## src/rtl/countdown_pkg.sv

```systemverilog
// Shared definitions for the countdown timer: FSM state encoding and default widths.
package countdown_pkg;

  typedef enum logic [1:0] {
    ST_IDLE  = 2'd0,
    ST_RUN   = 2'd1,
    ST_PAUSE = 2'd2
  } state_e;

  localparam int CTR_W_DEF      = 16;
  localparam int PRESCALE_W_DEF = 8;

endpackage

```

## src/rtl/countdown_prescaler.sv

```systemverilog
// Prescaler for the countdown timer: emits a one-cycle tick every P+1 enabled cycles.
module countdown_prescaler #(
  parameter int num_prescalebits = 8
) (
  input  logic                        clk_i,
  input  logic                        rst_i,
  input  logic                        clear_i,
  input  logic                        enable_i,
  input  logic [num_prescalebits-1:0] p_i,
  output logic                        tick_o
);

  localparam logic [num_prescalebits-1:0] PS_ONE = {{(num_prescalebits-1){1'b0}}, 1'b1};

  logic [num_prescalebits-1:0] cnt_q, cnt_d;

  assign tick_o = enable_i && (cnt_q == p_i);

  always_comb begin
    cnt_d = cnt_q;
    if (clear_i) begin
      cnt_d = '0;
    end else if (enable_i) begin
      cnt_d = (cnt_q == p_i) ? '0 : cnt_q + PS_ONE;
    end
  end

  always_ff @(posedge clk_i or posedge rst_i) begin
    if (rst_i) cnt_q <= '0;
    else       cnt_q <= cnt_d;
  end

endmodule

```

## src/rtl/countdown_timer.sv

```systemverilog
// Loadable, prescaled down-counter with one-cycle expiry pulse.
// Define COUNTDOWN_TIMER_AUTORELOAD_EN for periodic auto-reload on expiry.
module countdown_timer
  import countdown_pkg::*;
#(
  parameter int num_ctrbits      = CTR_W_DEF,
  parameter int num_prescalebits = PRESCALE_W_DEF
) (
  input  logic                        in_clk,
  input  logic                        in_rst,
  input  logic                        in_start,
  input  logic                        in_stop,
  input  logic                        in_pause,
  input  logic [num_ctrbits-1:0]      in_reload,
  input  logic [num_prescalebits-1:0] in_prescale,
  output logic [num_ctrbits-1:0]      out_ctr,
  output logic                        out_busy,
  output logic                        out_done
);

  localparam logic [num_ctrbits-1:0] CTR_ONE = {{(num_ctrbits-1){1'b0}}, 1'b1};

  state_e                      state_q, state_d;
  logic [num_ctrbits-1:0]      ctr_q, ctr_d;
  logic [num_ctrbits-1:0]      rld_q, rld_d;
  logic [num_prescalebits-1:0] psc_q, psc_d;
  logic                        done_q, done_d;
  logic                        presc_clr;
  logic                        presc_en;
  logic                        presc_tick;

  // A PAUSE cycle with pause released counts immediately, so each paused cycle costs exactly one.
  assign presc_en = (state_q != ST_IDLE) && !in_stop && !in_pause;

  countdown_prescaler #(
    .num_prescalebits(num_prescalebits)
  ) u_prescaler (
    .clk_i   (in_clk),
    .rst_i   (in_rst),
    .clear_i (presc_clr),
    .enable_i(presc_en),
    .p_i     (psc_q),
    .tick_o  (presc_tick)
  );

  always_comb begin
    state_d   = state_q;
    ctr_d     = ctr_q;
    rld_d     = rld_q;
    psc_d     = psc_q;
    done_d    = 1'b0;
    presc_clr = 1'b0;
    case (state_q)
      ST_IDLE: begin
        if (in_start) begin
          if (in_reload != '0) begin
            rld_d     = in_reload;
            psc_d     = in_prescale;
            ctr_d     = in_reload;
            presc_clr = 1'b1;
            state_d   = ST_RUN;
          end else begin
            ctr_d  = '0;
            done_d = 1'b1;
          end
        end
      end
      ST_RUN, ST_PAUSE: begin
        if (in_stop) begin
          state_d = ST_IDLE;
        end else if (in_pause) begin
          state_d = ST_PAUSE;
        end else begin
          state_d = ST_RUN;
          if (presc_tick) begin
            if (ctr_q > CTR_ONE) begin
              ctr_d = ctr_q - CTR_ONE;
            end else begin
              done_d = 1'b1;
`ifdef COUNTDOWN_TIMER_AUTORELOAD_EN
              ctr_d  = rld_q;
`else
              ctr_d   = '0;
              state_d = ST_IDLE;
`endif
            end
          end
        end
      end
      default: state_d = ST_IDLE;
    endcase
  end

  always_ff @(posedge in_clk or posedge in_rst) begin
    if (in_rst) begin
      state_q <= ST_IDLE;
      ctr_q   <= '0;
      rld_q   <= '0;
      psc_q   <= '0;
      done_q  <= 1'b0;
    end else begin
      state_q <= state_d;
      ctr_q   <= ctr_d;
      rld_q   <= rld_d;
      psc_q   <= psc_d;
      done_q  <= done_d;
    end
  end

  assign out_ctr  = ctr_q;
  assign out_busy = (state_q != ST_IDLE);
  assign out_done = done_q;

endmodule

```

## config.mk

```make
export PLATFORM = sky130hd
export DESIGN_NAME = countdown_timer
export DESIGN_NICKNAME = d
export VERILOG_FILES = /design/src/rtl/countdown_pkg.sv /design/src/rtl/countdown_prescaler.sv /design/src/rtl/countdown_timer.sv
export SDC_FILE = /design/constraint.sdc
export NUM_CORES = 1
export LEC_CHECK = 0
export ABC_AREA = 0
export CAP_MARGIN = 20
export CORE_MARGIN = 5
export CORE_UTILIZATION = 46
export CTS_CLUSTER_SIZE = 25
export DETAILED_ROUTE_END_ITERATION = 10
export PLACE_DENSITY = 0.77
export SLEW_MARGIN = 10
export SYNTH_ARGS = -nofsm -noshare
export SYNTH_HDL_FRONTEND = slang
export SYNTH_SLANG_ARGS = --single-unit
```

## constraint.sdc

```tcl
create_clock -name in_clk -period 1.89 [get_ports in_clk]
set_input_delay 0.378 -clock in_clk [delete_from_list [all_inputs] [get_ports in_clk]]
set_output_delay 0.378 -clock in_clk [all_outputs]
set_load 0.02 [all_outputs]
```

==> flow_summary.toml <==
[detailed_routing]
routed_wl_um = 7328
first_pass_iters = 5
drtAntennaViolNets = 0
via_count = 2399
post_drt_wl_per_cell_um = 18.55
drc = 0
viasPerCell = 6.073
drt-initial-drc-count = 207

[cts]
htree_levels = 2
clk_latency_ps = 290
clockBufferDepth = 2
ctsRootBufferMaster = "clkbuf_8"
clk_pin_slew_ps = 70
cts_made_buffers = 5
tritoncts = "done"
cts.sinks = 35

[timing]
slew_headroom_pct = 66.01
fin_skew_ps = 2.657
layout_setup_ws_ps = -60.17
min_period_ps = 1950
setup_viol = 3
clock.fmax_mhz = 512.8
finalHoldViolCount = 0
holdWs_ps = 483.1
worstMarginPinSlew_ps = 509.3
fin_setup_tns_ps = -78.67
rsz0062_at_grt = "true"
final_max_slew_viol_count = 0
finalCritPeriodShare_pct = 103.2

[worst_setup_path]
critPathMaxStageDelay_ps = 400
cp_num_buf_inv = 1
reg2reg_slack_ps = -60
crit_arrival_ps = 2170
path_delay_family = "simple AND/OR/NAND/NOR gates"
reg2reg_depth = 6
rr_startpoint = "psc_q[3]$_DFFE_PP0P_"
slowest_stage = "dfrtp_1"
worst-path-max-fanout = 4
worst_setup_path_end_kind = "register"
path_cells = "xor2_1 -> nor4_4 -> buf_4 -> nand4_1 -> or3_4 -> a21oi_1"
startpoint_type = "register"
path_class = "register to register"
r2r_end = "out_done$_DFF_PP0_"
required_ps = 2110

[synthesis]
ys_seq_area_share_pct = 40.75
ys_ff_latch = 35
ys_types = 50
avgSynthCellArea_sq_um = 9.305
synthCells = 231
async_flop_share_pct = 100.0
syn_nets = 265
synthesis.area_sq_mm = 0.002150
yosysWarnings = 0
synth_edf_count = 0
synth_ff_type = "dfrtp_1"

[global_routing]
grt_max_degree = 36
grt_antenna_before_repair = 0
first_global_vias = 2371
track_usage_pct = 23.84
grt_overflow = 0
grt_pass1_wl_um = 11600

[run]
cap_violations = 0

[placed_design]
io_buffers = 46
post-place-ws_ps = -358.5
gp_congestion = 0.9040
dpl-instance-area_sq_mm = 0.003152
post-place-cells = 384
place_hpwl_um = 4963

[finish]
finalNetCount = 376
final_common_cell = "buf_4"
fill_cells = 276
final_cell_mix = "buf_4, clkdlybuf4s50_1, dfrtp_1"
fin_cells = 395
fin_util_pct = 77.98
syn_to_final_growth_pct = 61.23
stdcell_area_sq_mm = 0.003466
layout-drive-gt1-share_pct = 34.40
n_antenna_cell = 0

[die]
io_pins = 47
core.rowCount = 24
start_util_pct = 48.37
die_height_um = 78.36
die_w_um = 78.36
die_area_sq_mm = 0.006140
coreArea_sq_mm = 0.004444

[hold_path]
hold_class = "input pin to async pin"

[pwr]
vdd_drop_max_uv = 1057
p_per_area_mw_per_mm2 = 1543
p_leak_nw = 1.521
p_total_mw = 5.348

[status]
violations = "negative setup slack"
outcome = "finished with violations"
## power by group
| group | internal (mW) | switching, mW |
|---|---|---|
| sequential | 1.04 | 0.273 |
| combinational | 1.51 | 1.71 |
| clock | 0.528 | 0.291 |
## worst max-delay path by stage
stage                            startpoint                      to  cells past startpoint  slack [ps]
CTS                    psc_q[0]$_DFFE_PP0P_      out_done$_DFF_PP0_                      6         -10
detailed placement            in_reload[13]  out_ctr[0]$_DFFE_PP0P_                      6        -360
global route           psc_q[3]$_DFFE_PP0P_      out_done$_DFF_PP0_                      6        -130
finish                 psc_q[3]$_DFFE_PP0P_      out_done$_DFF_PP0_                      6         -60
floorplan           out_ctr[11]$_DFFE_PP0P_  out_ctr[0]$_DFFE_PP0P_                      6          10
global placement              in_reload[12]  out_ctr[7]$_DFFE_PP0P_                      6        -330
## cell usage after synthesis (5+ instances only)
master	n	share of area (%)
dfrtp_1	35	41
nand2_1	23	4.0
a21oi_1	17	4.0
inv_1	16	2.8
nand3_1	12	2.8
nor2_1	12	2.1
o21ai_0	10	2.3
mux2_2	8	4.2
xor2_1	8	3.3
a22o_1	5	2.0
clkbuf_1	5	0.87
ha_1	5	2.9
o211ai_1	5	1.7
## registers in the layout, summed over array words and instances, names as in the netlist
register and cells:
out_ctr 16, psc_q 8, state_q 2, u_prescaler.cnt_q 8
out_done 1
## layout make-up
type                    count  area [sq um]  share of cell area (%)
well taps                  52         65.06                   1.877
clock inverters             2         60.06                   1.733
repair buffers            112         984.7                   28.41
clock buffers               6         72.57                   2.094
inverters                  16         60.06                   1.733
multi-input cells         172          1344                   38.77
flip-flops and latches     35         879.6                   25.38
## tightest hold or removal path: cells and delay by family
family   cells  cell delay [ps]
buf+inv      3              830
## kinds of logic (layout without fill, tap and decap cells)
group	Yosys count	in the layout	share of synthesized area (%)
adders and majority gates	5	5	2.910
and+or+nand+nor	80	80	20.78
AOI/OAI and AO/OA	71	71	23.75
xor gates and xnor gates	8	8	3.260
DFF	35	35	40.75
muxes	8	8	4.191
buffers and inverters	24	136	4.366
## per-layer routing
metal,vias to the layer above,part of all wire [%],track usage (%)
met5,-,0,0
met4,0,3.7,13.11
met3,31,6.2,5.034
met2,123,50,38.78
met1,1152,40,29.60
li1,1093,-,-
## timing repair
item	4_1_cts	5_1_grt
endpoints found under the setup margin	24	29
gates resized for setup	22	23
pin swaps	5	6
setup buffers	0	3
hold buffers	0	0
Power figures use the tool's default switching activity.
